<file path="src/rtl/rx_ethertype_router.sv">
// RX ethertype router: filters parsed frames by destination MAC and steers the payload
// to one of two AXI-Stream ports by ethertype, with overrun truncation and statistics.
module rx_ethertype_router #(
    parameter logic [15:0] ETYPE0 = 16'h0800,
    parameter logic [15:0] ETYPE1 = 16'h0806,
    parameter int unsigned CNT_W  = 16
) (
    input  logic             clk125,
    input  logic             rst,
    input  logic [47:0]      cfg_mac,
    input  logic             cfg_promisc,
    input  logic             cfg_mcast_en,
    input  logic             frame_start,
    input  logic [47:0]      dest_mac,
    input  logic [15:0]      ethertype,
    input  logic             s_tvalid,
    input  logic [7:0]       s_tdata,
    input  logic             s_tlast,
    output logic             m0_tvalid,
    output logic [7:0]       m0_tdata,
    output logic             m0_tlast,
    output logic             m0_tuser,
    input  logic             m0_tready,
    output logic             m1_tvalid,
    output logic [7:0]       m1_tdata,
    output logic             m1_tlast,
    output logic             m1_tuser,
    input  logic             m1_tready,
    output logic [CNT_W-1:0] cnt_fwd0,
    output logic [CNT_W-1:0] cnt_fwd1,
    output logic [CNT_W-1:0] cnt_drop,
    output logic [CNT_W-1:0] cnt_ovr
);

    localparam logic [2:0] IDLE    = 3'd0;
    localparam logic [2:0] HDR     = 3'd1;
    localparam logic [2:0] FWD     = 3'd2;
    localparam logic [2:0] DISCARD = 3'd3;
    localparam logic [2:0] ABORT   = 3'd4;

    logic [2:0] state_q, state_d;
    logic       sel_q, sel_d;
    logic       term_q, term_d;   // terminator already loaded in ABORT
    logic       pend_q, pend_d;   // frame_start seen while aborting
    logic       dmg_q, dmg_d;     // pending frame lost beats during ABORT
    logic       done_q, done_d;   // pending frame already saw its tlast

    logic       accept, routed, new_sel;
    logic       xfer0, xfer1, free0, free1;
    logic       free_sel, xfer_sel, free_new;
    logic       ld_en, ld_port, ld_last, ld_user;
    logic [7:0] ld_data;
    logic       ld0, ld1;
    logic       inc_drop, inc_ovr, inc_fwd0, inc_fwd1;

    assign accept  = cfg_promisc || (dest_mac == cfg_mac) || (dest_mac == 48'hFFFF_FFFF_FFFF)
                     || (cfg_mcast_en && dest_mac[40]);
    assign routed  = (ethertype == ETYPE0) || (ethertype == ETYPE1);
    assign new_sel = (ethertype != ETYPE0);

    assign xfer0    = m0_tvalid & m0_tready;
    assign xfer1    = m1_tvalid & m1_tready;
    assign free0    = ~m0_tvalid | m0_tready;
    assign free1    = ~m1_tvalid | m1_tready;
    assign free_sel = sel_q ? free1 : free0;
    assign xfer_sel = sel_q ? xfer1 : xfer0;
    assign free_new = new_sel ? free1 : free0;

    assign ld0 = ld_en & ~ld_port;
    assign ld1 = ld_en & ld_port;

    assign inc_fwd0 = xfer0 & m0_tlast & ~m0_tuser;
    assign inc_fwd1 = xfer1 & m1_tlast & ~m1_tuser;

    always_comb begin
        state_d  = state_q;
        sel_d    = sel_q;
        term_d   = term_q;
        pend_d   = pend_q;
        dmg_d    = dmg_q;
        done_d   = done_q;
        ld_en    = 1'b0;
        ld_port  = sel_q;
        ld_data  = s_tdata;
        ld_last  = s_tlast;
        ld_user  = 1'b0;
        inc_drop = 1'b0;
        inc_ovr  = 1'b0;
        case (state_q)
            IDLE: begin
                if (frame_start) state_d = HDR;
            end
            HDR: begin
                if (frame_start) begin
                    state_d = HDR;
                end else if (s_tvalid) begin
                    if (accept && routed) begin
                        sel_d = new_sel;
                        if (free_new) begin
                            ld_en   = 1'b1;
                            ld_port = new_sel;
                            state_d = s_tlast ? IDLE : FWD;
                        end else begin
                            // Previous frame's tail still stalled on this port.
                            inc_ovr = 1'b1;
                            term_d  = 1'b0;
                            pend_d  = 1'b0;
                            dmg_d   = 1'b0;
                            done_d  = 1'b0;
                            state_d = ABORT;
                        end
                    end else begin
                        inc_drop = 1'b1;
                        state_d  = s_tlast ? IDLE : DISCARD;
                    end
                end
            end
            FWD: begin
                if (frame_start) begin
                    inc_ovr = 1'b1;
                    term_d  = 1'b0;
                    pend_d  = 1'b1;
                    dmg_d   = 1'b0;
                    done_d  = 1'b0;
                    state_d = ABORT;
                end else if (s_tvalid) begin
                    if (free_sel) begin
                        ld_en = 1'b1;
                        if (s_tlast) state_d = IDLE;
                    end else begin
                        inc_ovr = 1'b1;
                        term_d  = 1'b0;
                        pend_d  = 1'b0;
                        dmg_d   = 1'b0;
                        done_d  = 1'b0;
                        state_d = ABORT;
                    end
                end
            end
            DISCARD: begin
                if (frame_start) begin
                    state_d = HDR;
                end else if (s_tvalid && s_tlast) begin
                    state_d = IDLE;
                end
            end
            ABORT: begin
                if (frame_start) begin
                    pend_d = 1'b1;
                    dmg_d  = 1'b0;
                    done_d = 1'b0;
                end else if (pend_q && s_tvalid) begin
                    // The pending frame is counted dropped once, on its first lost beat.
                    if (!dmg_q) inc_drop = 1'b1;
                    dmg_d = 1'b1;
                    if (s_tlast) done_d = 1'b1;
                end
                if (!term_q) begin
                    if (free_sel) begin
                        ld_en   = 1'b1;
                        ld_data = 8'h00;
                        ld_last = 1'b1;
                        ld_user = 1'b1;
                        term_d  = 1'b1;
                    end
                end else if (xfer_sel) begin
                    if (!pend_d)     state_d = IDLE;
                    else if (!dmg_d) state_d = HDR;
                    else if (done_d) state_d = IDLE;
                    else             state_d = DISCARD;
                    term_d = 1'b0;
                    pend_d = 1'b0;
                    dmg_d  = 1'b0;
                    done_d = 1'b0;
                end
            end
            default: state_d = IDLE;
        endcase
    end

    always_ff @(posedge clk125 or posedge rst) begin
        if (rst) begin
            state_q <= IDLE;
            sel_q   <= 1'b0;
            term_q  <= 1'b0;
            pend_q  <= 1'b0;
            dmg_q   <= 1'b0;
            done_q  <= 1'b0;
        end else begin
            state_q <= state_d;
            sel_q   <= sel_d;
            term_q  <= term_d;
            pend_q  <= pend_d;
            dmg_q   <= dmg_d;
            done_q  <= done_d;
        end
    end

    always_ff @(posedge clk125 or posedge rst) begin
        if (rst) begin
            m0_tvalid <= 1'b0;
            m0_tdata  <= 8'h00;
            m0_tlast  <= 1'b0;
            m0_tuser  <= 1'b0;
        end else if (ld0) begin
            m0_tvalid <= 1'b1;
            m0_tdata  <= ld_data;
            m0_tlast  <= ld_last;
            m0_tuser  <= ld_user;
        end else if (xfer0) begin
            m0_tvalid <= 1'b0;
        end
    end

    always_ff @(posedge clk125 or posedge rst) begin
        if (rst) begin
            m1_tvalid <= 1'b0;
            m1_tdata  <= 8'h00;
            m1_tlast  <= 1'b0;
            m1_tuser  <= 1'b0;
        end else if (ld1) begin
            m1_tvalid <= 1'b1;
            m1_tdata  <= ld_data;
            m1_tlast  <= ld_last;
            m1_tuser  <= ld_user;
        end else if (xfer1) begin
            m1_tvalid <= 1'b0;
        end
    end

    always_ff @(posedge clk125 or posedge rst) begin
        if (rst) begin
            cnt_fwd0 <= '0;
            cnt_fwd1 <= '0;
            cnt_drop <= '0;
            cnt_ovr  <= '0;
        end else begin
            if (inc_fwd0 && (cnt_fwd0 != '1)) cnt_fwd0 <= cnt_fwd0 + CNT_W'(1);
            if (inc_fwd1 && (cnt_fwd1 != '1)) cnt_fwd1 <= cnt_fwd1 + CNT_W'(1);
            if (inc_drop && (cnt_drop != '1)) cnt_drop <= cnt_drop + CNT_W'(1);
            if (inc_ovr  && (cnt_ovr  != '1)) cnt_ovr  <= cnt_ovr  + CNT_W'(1);
        end
    end

endmodule

</file>
<file path="config.mk">
export PLATFORM = sky130hd
export DESIGN_NAME = rx_ethertype_router
export DESIGN_NICKNAME = d
export VERILOG_FILES = /design/src/rtl/rx_ethertype_router.sv
export SDC_FILE = /design/constraint.sdc
export NUM_CORES = 1
export LEC_CHECK = 0
export ABC_CLOCK_PERIOD_IN_PS = 3350
export CORE_MARGIN = 5
export CORE_UTILIZATION = 58
export CTS_CLUSTER_SIZE = 24
export DETAILED_ROUTE_END_ITERATION = 7
export DONT_BUFFER_PORTS = 1
export GPL_TIMING_DRIVEN = 0
export PLACE_DENSITY = 0.76
export RECOVER_POWER = 100
export SLEW_MARGIN = 15
export SYNTH_ARGS = -nofsm -noshare
export SYNTH_HDL_FRONTEND = slang
export SYNTH_SLANG_ARGS = --single-unit
</file>
<file path="constraint.sdc">
create_clock -name clk125 -period 3.35 [get_ports clk125]
set_clock_uncertainty 0.2 [all_clocks]
set_input_delay 0.67 -clock clk125 [delete_from_list [all_inputs] [get_ports clk125]]
set_output_delay 0.67 -clock clk125 [all_outputs]
set_load 0.05 [all_outputs]
</file>
==> impl_results.md <==
- Vias in the first global route: 4288
- Worst slew pin tran: around 2.1 ns
- Warnings, synthesis: 0
- CTS Hold Bufs: 0
- DRC viols: 0
- Crit-path max FO: 6
- Slew Limit Fails: between 50 and 60
- Leading area contributor after synthesis: dfrtp_1
- WHS: approximately 0.31 ns
- TritonCTS Sinks: 94
- Max Clock Freq: ~320 MHz
- Peak supply drop: ~260 uV
- Slew HR: -40.5%
- Switching pwr: approximately 1.4 mW
- PwrDens: approximately 600 nW/um2
- Reg2reg start: m1_tvalid
- Resized cells post-CTS: 0
- LEAKAGE: roughly 2.3 nW
- Fin cells: 657
- Worst reg2reg setup slack: approximately 0.2 ns
- GRT Total Usage: between 20% and 30%
- Maxcap violations: 1
- Detail Route Antenna Nets: 0
- Die W: roughly 110 um
- Status: finished, violations left
- Area share of the largest cell type after synthesis: ~44%
- Min-Delay Path Class: input port to flop
- Fin area: around 5700 um2
- Drt wl/cell: ~21 um
- Post-layout power: about 3.3 mW
- Setup_tns: 0 ns
- Initial antenna violation count: 1
- Final nets: ~670
- CP Launch Type: flop
- Initial DRC Count: 198
- Commonest register cell after synthesis: dfrtp_1
- Die Area: ~11000 um2
- Pre-CTS setup slack: 0.203 ns
- Worst Path Required: ~3.4 ns
- Root Buffer: clkbuf_8
- Post-Syn Instances: between 500 and 600
- Yosys reg bits: 94
- Met2 GRT Util: between 40% and 50%
- Final setup violation count: 0
- Largest net degree at the start of global routing: 56
- Crit path DAT: between 3 and 4 ns
- H-tree level count: 3
- Post-Syn Area: approximately 5300 um2
- Layout cells sized above 1: approximately 9%
- Clk slew on worst S/H paths: around 0.080 ns
- Routed vias: just over 4000
- Initial Utilization: 58.5%
- Sequential fraction of design power: 56.5%
- Post-Syn Area per Cell: just over 10 um2
- Gr ovfl total: 0
- Core Region: slightly above 9000 um2
- Post-DP HPWL: around 11000 um
- Synth cell types: 48
- Iteration count of the initial detailed-routing pass: 4
- CP Capture Type: flop
- Combinational Power Share: about a fifth
- Violated checks: max-capacitance violations, max-slew violations
- Synth-to-Final Area Change: 6.39%
- Min Tclk post-route: 3.15 ns
- Ys async rst share: 100%
- Total CTS buffers: 9
- CTS tree: yes
- Worst-case clock buffer depth: 2
- Net Sw Frac: a little over two fifths
- Reg2Reg Capture Point: cnt_ovr[11]
- Startpoint of the worst hold path: frame_start
- Hold path depth: 2
- Die height: about 110 um
- WL final: about 14000 um
- Busiest grt layer: met2
- Via density: approximately 6.3
- Syn Nets: ~660
- Count leader, synth: dfrtp_1
- Cells on worst reg2reg path: 7
- Met1 Track Usage GR: between 20 and 30%
- Io pins: 215
- Placed cell area: around 5500 um2
- Hold Vio Cnt, Final: 0
- Finished Core Util: 62.2%
- Number of flops mapped to enable cells by yosys: 0
- Met3 Use GR: 7.96%
- Gpl congestion: between 0.9 and 1
- Post-synth top cells: dfrtp_1, xnor2_1, nand4_1, nand2_1, nor2_1
- First-pass GRT wire length: between 20000 and 25000 um
- Final period util: 94.0%
- Rows: 35
- Cells after DPL: approximately 640
- Final WS setup: around 0.2 ns
- RSZ-0062 raised after global routing: no
- Crit path kind: flop to flop
- Clock power share: 22.5%
- Register area share after synthesis: around 44%
- Synth area leaders: dfrtp_1, xnor2_1, nand4_1, xor2_1, mux2_2
- Post-CTS setup buffer count: 0
- Fillers: ~780
- Clock latency on the worst-skew pair: 0.35 ns
- Min-Delay Endpoint: pend_q
- Int Pwr: approximately 1.9 mW
- Port Buffer Count: 0
-- power by group through the flow --
stage	Sequential (mW)	Clock (mW)	Combinational (mW)
global placement	1.89	0	0.680
detailed placement	1.90	0	0.706
CTS	1.88	0.772	0.709
floorplan	1.84	0	0.570
finish	1.88	0.749	0.697
global route	1.90	0.818	0.790
-- flip-flops by register name, indices dropped and copies added (netlist names), 3 cells and up --
| name | count |
|---|---|
| cnt_fwd0 | 16 |
| m0_tdata | 8 |
| state_q | 3 |
| cnt_ovr | 16 |
| cnt_drop | 16 |
| m1_tdata | 8 |
| cnt_fwd1 | 16 |
-- layout by cell type (no fill, tap or decap), types with 2 or more instances in the layout --
cell and count:
nor2_1 28, o22a_1 3, inv_1 12, o21ai_0 11, nor4b_1 3, nor4_1 17, xor2_1 26, nor2b_1 5
nand2b_1 8, a31oi_1 3, o31ai_1 2, clkbuf_8 10, and3_1 5, o41ai_1 2, a21oi_1 11, buf_4 2
nand2_1 47, nor3b_1 2, dfrtp_1 94, clkinvlp_4 2, xnor2_1 82, nand3_1 26, nor3_1 14, nand4_1 53
clkbuf_1 4, mux2i_1 3, a21o_1 2, and2_0 3, mux2_2 20, nor4_2 2, and4_1 7, ha_1 4
and2_1 10, or4_1 2, a41oi_1 2
-- critical path, cell delays in order (launching register included) --
cell and delay, ns:
dfrtp_1 0.70, nand2b_1 0.26, mux2i_1 0.49, a21oi_1 0.15, nor3_1 0.41, a31oi_4 0.10
or4_4 0.57, xnor2_2 0.14
-- routing by layer --
layer / up-vias / part of all wire [%]
li1: 1933 / -
met1: 1991 / 38
met2: 183 / 52
met3: 23 / 8.6
met4: 0 / 1.9
met5: - / 0
-- worst max path at each step --
stage / from / endpoint / slack (ns) / depth (start not counted)
after global placement: rst / m0_tdata[4] / -0.88 / 1
after floorplan: rst / cnt_drop[0] / 0.03 / 1
final: m1_tvalid / cnt_ovr[11] / 0.20 / 7
after detailed placement: m1_tvalid / cnt_ovr[11] / 0.20 / 7
after global routing: m1_tvalid / cnt_ovr[11] / 0.04 / 7
after CTS: m1_tvalid / cnt_ovr[11] / 0.19 / 7
-- final cells by class --
type	count	area [um2]	share of cell area, %
Antenna cell	1	2.50	0.0442
Tap cell	111	139	2.45
Sequential cell	94	2350	41.5
Buffer	6	30.0	0.530
Timing Repair Buffer	1	20.0	0.353
Clock buffer	10	138	2.43
Inverter	12	45.0	0.795
Multi-Input combinational cell	417	2880	50.9
Clock inverter	5	58.8	1.04
-- kinds of logic after synthesis --
logic type / synth area share [%]
muxes: 5.43
AOI/OAI and AO/OA: 4.98
buffers and inverters: 1.41
DFF: 44.2
adders and majority gates: 0.940
and+or+nand+nor: 25.0
xor gates and xnor gates: 18.1
Power figures use the tool's default switching activity.
